[src/rtl/generador_ventana_pkg.sv]
// Shared constants and FSM encoding for the cross-shaped window generator.
package generador_ventana_pkg;
  localparam int PIX_W     = 8;
  localparam int ANCHO_DEF = 8;
  localparam int ALTO_DEF  = 8;

  typedef enum logic [1:0] {
    LLENADO   = 2'd0,
    CORRIENDO = 2'd1,
    VACIADO   = 2'd2
  } estado_t;
endpackage

[src/rtl/generador_ventana_linea_retardo.sv]
// Shift-enabled pixel delay line; entry 0 holds the newest pixel.
module linea_retardo
  import generador_ventana_pkg::*;
#(
  parameter int LARGO = 2*ANCHO_DEF+1
) (
  input  logic                         clk,
  input  logic                         rst,
  input  logic                         en,
  input  logic [PIX_W-1:0]             din,
  output logic [LARGO-1:0][PIX_W-1:0]  taps
);
  logic [LARGO-1:0][PIX_W-1:0] r_linea;

  always_ff @(posedge clk) begin
    if (rst) begin
      r_linea <= '0;
    end else if (en) begin
      r_linea <= {r_linea[LARGO-2:0], din};
    end
  end

  assign taps = r_linea;
endmodule

[src/rtl/generador_ventana.sv]
// Streams raster pixels into a 2-row delay line and emits zero-padded cross windows.
//   state     | meaning
//   LLENADO   | priming the delay line with the first row, no windows
//   CORRIENDO | one window per accepted pixel
//   VACIADO   | input stalled, zeros shifted in to emit the last row
module generador_ventana
  import generador_ventana_pkg::*;
#(
  parameter int ANCHO = ANCHO_DEF,
  parameter int ALTO  = ALTO_DEF
) (
  input  logic             clk,
  input  logic             rst,
  input  logic [PIX_W-1:0] pix_in,
  input  logic             pix_valid,
  output logic             pix_ready,
  output logic [PIX_W-1:0] A,
  output logic [PIX_W-1:0] B,
  output logic [PIX_W-1:0] C,
  output logic [PIX_W-1:0] D,
  output logic [PIX_W-1:0] E,
  output logic             win_valid,
  output logic             fin_cuadro
);
  localparam int LARGO  = 2*ANCHO+1;
  localparam int COL_W  = $clog2(ANCHO);
  localparam int FILA_W = $clog2(ALTO);
  localparam logic [COL_W-1:0]  COL_ULT  = COL_W'(ANCHO-1);
  localparam logic [FILA_W-1:0] FILA_ULT = FILA_W'(ALTO-1);
  localparam logic [FILA_W-1:0] FILA_PEN = FILA_W'(ALTO-2);

  estado_t                     r_estado, w_estado_sig;
  logic [COL_W-1:0]            r_col, r_cnt_llenado;
  logic [FILA_W-1:0]           r_fila;
  logic                        w_acepta, w_desplaza, w_emite, w_ultimo;
  logic [PIX_W-1:0]            w_din;
  logic [LARGO-1:0][PIX_W-1:0] w_taps;
  logic                        w_unused_taps;

  linea_retardo #(.LARGO(LARGO)) u_linea (
    .clk  (clk),
    .rst  (rst),
    .en   (w_desplaza),
    .din  (w_din),
    .taps (w_taps)
  );

  // Only the cross taps feed the window; the rest of the line is pure storage.
  assign w_unused_taps = ^w_taps;

  always_ff @(posedge clk) begin
    if (rst) r_estado <= LLENADO;
    else     r_estado <= w_estado_sig;
  end

  always_comb begin
    w_estado_sig = r_estado;
    pix_ready    = 1'b1;
    w_acepta     = 1'b0;
    w_desplaza   = 1'b0;
    w_emite      = 1'b0;
    w_ultimo     = 1'b0;
    w_din        = pix_in;
    case (r_estado)
      LLENADO: begin
        w_acepta   = pix_valid;
        w_desplaza = pix_valid;
        if (pix_valid && r_cnt_llenado == '0) w_estado_sig = CORRIENDO;
      end
      CORRIENDO: begin
        w_acepta   = pix_valid;
        w_desplaza = pix_valid;
        w_emite    = pix_valid;
        if (pix_valid && r_fila == FILA_PEN && r_col == COL_ULT) w_estado_sig = VACIADO;
      end
      VACIADO: begin
        pix_ready  = 1'b0;
        w_din      = '0;
        w_desplaza = 1'b1;
        w_emite    = 1'b1;
        w_ultimo   = (r_col == COL_ULT);
        if (r_col == COL_ULT) w_estado_sig = LLENADO;
      end
      default: w_estado_sig = LLENADO;
    endcase
  end

  // Taps are read one entry below their post-shift position so the registered
  // window reflects the line as it stands after this edge's shift.
  always_ff @(posedge clk) begin
    if (rst) begin
      A             <= '0;
      B             <= '0;
      C             <= '0;
      D             <= '0;
      E             <= '0;
      win_valid     <= 1'b0;
      fin_cuadro    <= 1'b0;
      r_fila        <= '0;
      r_col         <= '0;
      r_cnt_llenado <= COL_ULT;
    end else begin
      win_valid  <= w_emite;
      fin_cuadro <= w_ultimo;
      if (r_estado == LLENADO && w_acepta) begin
        r_cnt_llenado <= (r_cnt_llenado == '0) ? COL_ULT : r_cnt_llenado - COL_W'(1);
      end
      if (w_emite) begin
        A <= w_taps[ANCHO-1];
        B <= (r_fila == '0)       ? '0 : w_taps[2*ANCHO-1];
        C <= (r_fila == FILA_ULT) ? '0 : w_din;
        D <= (r_col == '0)        ? '0 : w_taps[ANCHO];
        E <= (r_col == COL_ULT)   ? '0 : w_taps[ANCHO-2];
        if (r_col == COL_ULT) begin
          r_col  <= '0;
          r_fila <= w_ultimo ? '0 : r_fila + FILA_W'(1);
        end else begin
          r_col <= r_col + COL_W'(1);
        end
      end
    end
  end
endmodule

[config.mk]
export PLATFORM = sky130hd
export DESIGN_NAME = generador_ventana
export DESIGN_NICKNAME = d
export VERILOG_FILES = /design/src/rtl/generador_ventana_pkg.sv /design/src/rtl/generador_ventana_linea_retardo.sv /design/src/rtl/generador_ventana.sv
export SDC_FILE = /design/constraint.sdc
export NUM_CORES = 1
export LEC_CHECK = 0
export BUFFER_PORTS_ARGS = -buffer_cell sky130_fd_sc_hd__buf_2
export CORE_UTILIZATION = 42
export DETAILED_ROUTE_END_ITERATION = 16
export GPL_TIMING_DRIVEN = 0
export PLACE_DENSITY = 0.62
export SYNTH_ARGS = -nofsm -noshare
export SYNTH_HDL_FRONTEND = slang
export SYNTH_SLANG_ARGS = --single-unit
[constraint.sdc]
create_clock -name clk -period 2 [get_ports clk]
set_input_delay 0.1 -clock clk [delete_from_list [all_inputs] [get_ports clk]]
set_output_delay 0.1 -clock clk [all_outputs]
set_load 0.05 [all_outputs]
# --- Yosys cells after proc, flatten, opt, wreduce, memory -nomap -nowiden ---
# Cells that the tools add are included.
# W data, S select, Z words.
totals:
  output_inout_bits: 43
  register_bits: 181
  in_bits: 11
op_classes:
  addsub: 3
  mux: 17
  n_reduce_logical: 11
  eq_ne: 8
op_table:
  columns: ["op", "count"]
  rows:
  - ["$mux W8", 5]
  - ["$eq A3 B3 Y1 const B", 3]
  - ["$logic_not A3 Y1", 3]
  - ["$mux W3", 3]
  - ["$add A3 B1 Y3 const B", 2]
  - ["$mux W2", 3]
  - ["$ne A2 B2 Y1 const B", 3]
  - ["$pmux W2 S3", 1]
  - ["$logic_and A1 B1 Y1", 4]
  - ["$pmux W1 S2", 2]
  - ["$mux W1", 3]
  - ["$reduce_and A3 Y1", 1]
  - ["$sub A3 B1 Y3 const B", 1]
  - ["$eq A2 B1 Y1 const B", 1]
  - ["$eq A2 B2 Y1 const B", 1]
  - ["$logic_not A2 Y1", 1]
  - ["$reduce_and A2 Y1", 1]
  - ["$reduce_or A2 Y1", 1]

# --- Longest topological paths before layout ---
depth:
  depth_word: 5
  mapped_depth: 7
  mapped_depth_nobuf: 5

# --- Cells and area by module ---
# From an unflattened synthesis, not the netlist that was laid out.
hier_totals:
  hier_cells: 721
  area_unflattened_um2: 7236.9
by_module_without_submodules:
  columns: ["mod", "instances", "seq_area_each_um2", "cells_each", "area_each_um2"]
  rows:
  - ["linea_retardo", 1, 2722.6, 438, 4802.1]
  - ["generador_ventana", 1, 1061.0, 283, 2434.8]

# --- Worst setup path after synthesis ---
# Ideal clock, no wire load.
synth_path:
  path_type: "register to register"
  startpoint: "reg r_estado[1]"
  endpoint: "reg A[0]"
  arrival_ns: 1.503
  setup_ns: 0.070
  setup_slack_ns: 0.427
  n_path_buf: 2
  path_stages_with_launch: 7
  t_required_ns: 1.930
  path_cell_list: "dfxtp_1 inv_1 ha_1 clkbuf_1 clkbuf_1 nand3_1 a21oi_1"
synth_via:
  elab_chain_len: 2
  word_cells_on_any_way: 3
  cone_classes: "2 x eq/ne; 1 x mux"
synth_rtl:
  columns: ["element", "line", "source"]
  rows:
  - ["start: declaration", "generador_ventana.sv:32", "estado_t r_estado, w_estado_sig;"]
  - ["start signal: assignment", "generador_ventana.sv:53", "else r_estado <= w_estado_sig;"]
  - ["$eq A2 B2 Y1 or $eq A2 B1 Y1 (tied branches)", "generador_ventana.sv:64", "case (r_estado)"]
  - ["$pmux W1 S2 (*)", "generador_ventana.sv:64", null]
  - ["end signal: assignment", "generador_ventana.sv:109", "A <= w_taps[ANCHO-1];"]
  - ["end: declaration", "generador_ventana.sv:17", "output logic [PIX_W-1:0] A,"]
# Mark *: on every way between the ends. The rest lies on a longest branch, timed or not.
# A chain may end at the register's enable or synchronous reset.

# --- Worst setup path in the final report ---
layout_path:
  startpoint: "reg r_col[0]"
  endpoint: "reg E[7]"
layout_via:
  elab_chain_len: 2
layout_rtl:
  columns: ["element", "line", "source"]
  rows:
  - ["start: declaration", "generador_ventana.sv:33", "logic [COL_W-1:0] r_col, r_cnt_llenado;"]
  - ["start signal: assignment", "generador_ventana.sv:118", "r_col <= r_col + COL_W'(1);"]
  - ["$eq A3 B3 Y1", "generador_ventana.sv:113", "E <= (r_col == COL_ULT) ? '0 : w_taps[ANCHO-2];"]
  - ["$mux W8", "generador_ventana.sv:113", null]
  - ["end signal: assignment", "generador_ventana.sv:113", null]
  - ["end: declaration", "generador_ventana.sv:21", "output logic [PIX_W-1:0] E,"]
# Every way passes these cells.

==> results.yml <==
worst_hold_path:
  min-delay-start: "rst"
  min_path_cells: 2
  min_path_type: "in -> reg"
  hold_path_sink: "D[3]$_SDFFE_PP0P_"
placement:
  dpl.cell_count: 1140
  gpl.final_weighted_congestion: 0.856
  dpl.hpwl_um: 13700
  numPortBuffers: 52
timing:
  hold_viol_final: 0
  finalSetupViolCount: 0
  unrepaired_setup_endpoints_after_global_routing: "no"
  crit_share_post_route: 0.926
  timing_worst_slew_pin_value_ps: 652
  finalClockSkew_ps: 9.22
  setup-tns-final_ps: 0
  timing_max_transition_violations_final: 0
  fmax_mhz: 540
  fin_crit_ps: 1850
  max_slew_margin: 0.565
setup_path:
  worst_setup_path_end_kind: "flop"
  ff2ff_setup_slack_ps: 150
  timing.critical_path.from_type: "flop"
  regToRegStartpoint: "r_col[0]$_SDFFE_PP0P_"
  worstSetupPathType: "reg -> reg"
  worst_r2r_endpoint: "E[7]$_SDFFE_PP0P_"
  crit_required_ps: 2370
  arrival_time_reported_for_the_critical_path_endpoint_ps: 2220
  crit_path_max_fanout: 10
  ff2ff_path_depth: 6
synth:
  syn-num-nets: 891
  yosys_register_bits: 181
  synth_warnings: 0
  post_synth_num_cell_types: 29
  seq_area_frac_synth: 0.502
  postSynthAreaPerCell_um2: 8.31
  post_synth_instance_area_um2: 7220
  syn_inst: 868
finish:
  final-instance-count-excl-fill: 1172
  final.fill_count: 1663
  sequential_standard_cell_area_um2: 3620
  area.growth.synth_to_final_pct: 15.9
  finish.net_count: 962
  layout_commonest_cell: "dfxtp_1"
  layout_cell_share_with_drive_strength_beyond_1: 0.147
  commonest_cells_after_routing_fill_and_taps_aside: "dfxtp_1 (181), a21oi_1 (177), o21ai_0 (169)"
  antenna-diode-count: 0
  multi_input_comb_area_um2: 3110
power_and_ir_drop:
  sequentialPowerShare: 0.485
  power_frac_clock: 0.451
  ir_drop_v: 0.000666
  power_leakage_nw: 2.89
  cellInternalPower_w: 0.00562
  switching_power_w: 0.00188
  switching_share: 0.251
  powerDensity_nw_per_um2: 898
  pwr-share-comb: 0.064
floorplan:
  initial_utilization: 0.432
  io_pins: 54
  core_area_um2: 16700
  die_area_um2: 17700
  die_y_um: 133
  chip_width_um: 133
  number_of_placement_rows: 47
routing:
  firstDrtPassIters: 5
  post_drt_wl_per_cell_um: 16.6
  vias_per_cell: 5.62
  drt_wl_total_um: 19500
  final_antenna_net_count: 0
  route.vias.total: 6589
  drt_iter0_markers: 574
  drt_drc_violations_left: 0
global_routing:
  grt_max_degree: 18
  grt_pass1_wl_um: 31400
  grt_antenna_before_repair: 0
  grt_util_all_layers: 0.226
  via_count_of_the_first_global_routing_pass: 6094
  globalRoute.totalOverflow: 0
cts:
  depth_of_the_cts_h_tree: 4
  cts.sinks: 181
  cts_tree: "done"
  post-cts-setup-buffer-count: 0
  clockBufferDepth: 2
  clock_tree.root_cell: "clkbuf_16"
  clk_pin_slew_ps: 70
  insertion_delay_ps: 440
  cts.hold.buffers_added: 0
  cts_buffers: 17
outcome:
  status: "finished, final reports clean"
flow_run:
  max_cap_viols: 0
## critical path, cell delays in order, from the launching register on
cell	delay, ps
dfxtp_1	330
ha_1	210
ha_1	250
inv_1	150
clkbuf_1	420
nand4_1	230
a21oi_1	180
## kinds of logic (layout without fill, tap and decap cells)
family                     Yosys count  count (layout)  synth area share
buffers and inverters              112             196            0.0676
DFF                                181             181             0.502
and+or+nand+nor                    204             204             0.156
muxes                                2               2           0.00277
adders and majority gates           12              12            0.0208
AOI/OAI and AO/OA                  357             357             0.251
## cells in the mapped netlist (all sizes together)
library cell / instances / area (um^2)
o21bai: 1 / 7.51
nand4b: 8 / 70.1
or2: 1 / 6.26
mux2i: 2 / 20.0
inv: 11 / 41.3
a222oi: 1 / 10.0
o211a: 1 / 10.0
nor2b: 12 / 75.1
buf: 39 / 200
o21ai: 172 / 861
nand3: 138 / 691
and4: 1 / 8.76
nor2: 1 / 3.75
nor3: 2 / 10.0
o31ai: 3 / 22.5
ha: 12 / 150
a21oi: 177 / 886
nand4: 30 / 188
nand3b: 1 / 7.51
a41oi: 1 / 8.76
a21o: 1 / 7.51
clkbuf: 62 / 246
dfxtp: 181 / 3620
nand2b: 10 / 62.6
## metrics by stage
stage	power, W	instance area (um^2)	hold WS (ps)	setup WS [ps]	utilization
3_5_place_dp	0.00419	7750	454	26.8	0.464
3_3_place_gp	0.00419	7750	448	74.2	0.464
2_1_floorplan	0.00403	7220	388	427	-
6_report	0.00751	8360	87.9	148	0.501
5_1_grt	0.00779	8360	111	4.41	0.501
4_1_cts	0.00756	8350	78.3	9.84	0.500
## registers in the layout (all words and copies together), names as in the netlist, 8 cells and up
signal and count:
u_linea.taps 128, D 8, C 8, E 8
B 8, A 8
## power by group through the flow
stage | clock network, W | logic (W) | registers, W
after floorplan | 0 | 0.000313 | 0.00372
after global placement | 0 | 0.000465 | 0.00373
after detailed placement | 0 | 0.000464 | 0.00373
after CTS | 0.00345 | 0.000468 | 0.00364
after global routing | 0.00362 | 0.000518 | 0.00365
final | 0.00339 | 0.000478 | 0.00364
## timing repair
action	4_1_cts	5_1_grt
resized for setup	1	16
endpoints found under the setup margin	1	46
hold endpoints to repair	0	0
## worst max path at each step
stage | startpoint | cells after the start | to
after floorplan | r_estado[1]$_SDFFE_PP0P_ | 6 | A[0]$_SDFFE_PP0P_
after global placement | r_estado[0]$_SDFFE_PP0P_ | 7 | E[0]$_SDFFE_PP0P_
after detailed placement | r_estado[0]$_SDFFE_PP0P_ | 7 | E[0]$_SDFFE_PP0P_
after CTS | r_estado[0]$_SDFFE_PP0P_ | 7 | E[0]$_SDFFE_PP0P_
after global routing | r_estado[1]$_SDFFE_PP0P_ | 7 | D[6]$_SDFFE_PP0P_
final | r_col[0]$_SDFFE_PP0P_ | 6 | E[7]$_SDFFE_PP0P_
## metal layers
metal  track usage  part of all wire  wire, um  up-vias
met5             0                 0         0        -
met4        0.0900             0.024       474        0
met1         0.312              0.48      9390     3130
met2         0.345              0.45      8770      154
li1              -                 -         -     3273
met3        0.0437             0.045       874       32
## cell type report
cell class,instances,area share
clock inverter,14,0.0199
inverter,11,0.00494
buffer,101,0.0546
sequential,181,0.433
timing repair buffer,52,0.0314
multi-input combinational,575,0.372
clock buffer,18,0.0513
tap,220,0.0329
(Power assumes the default switching activity.)
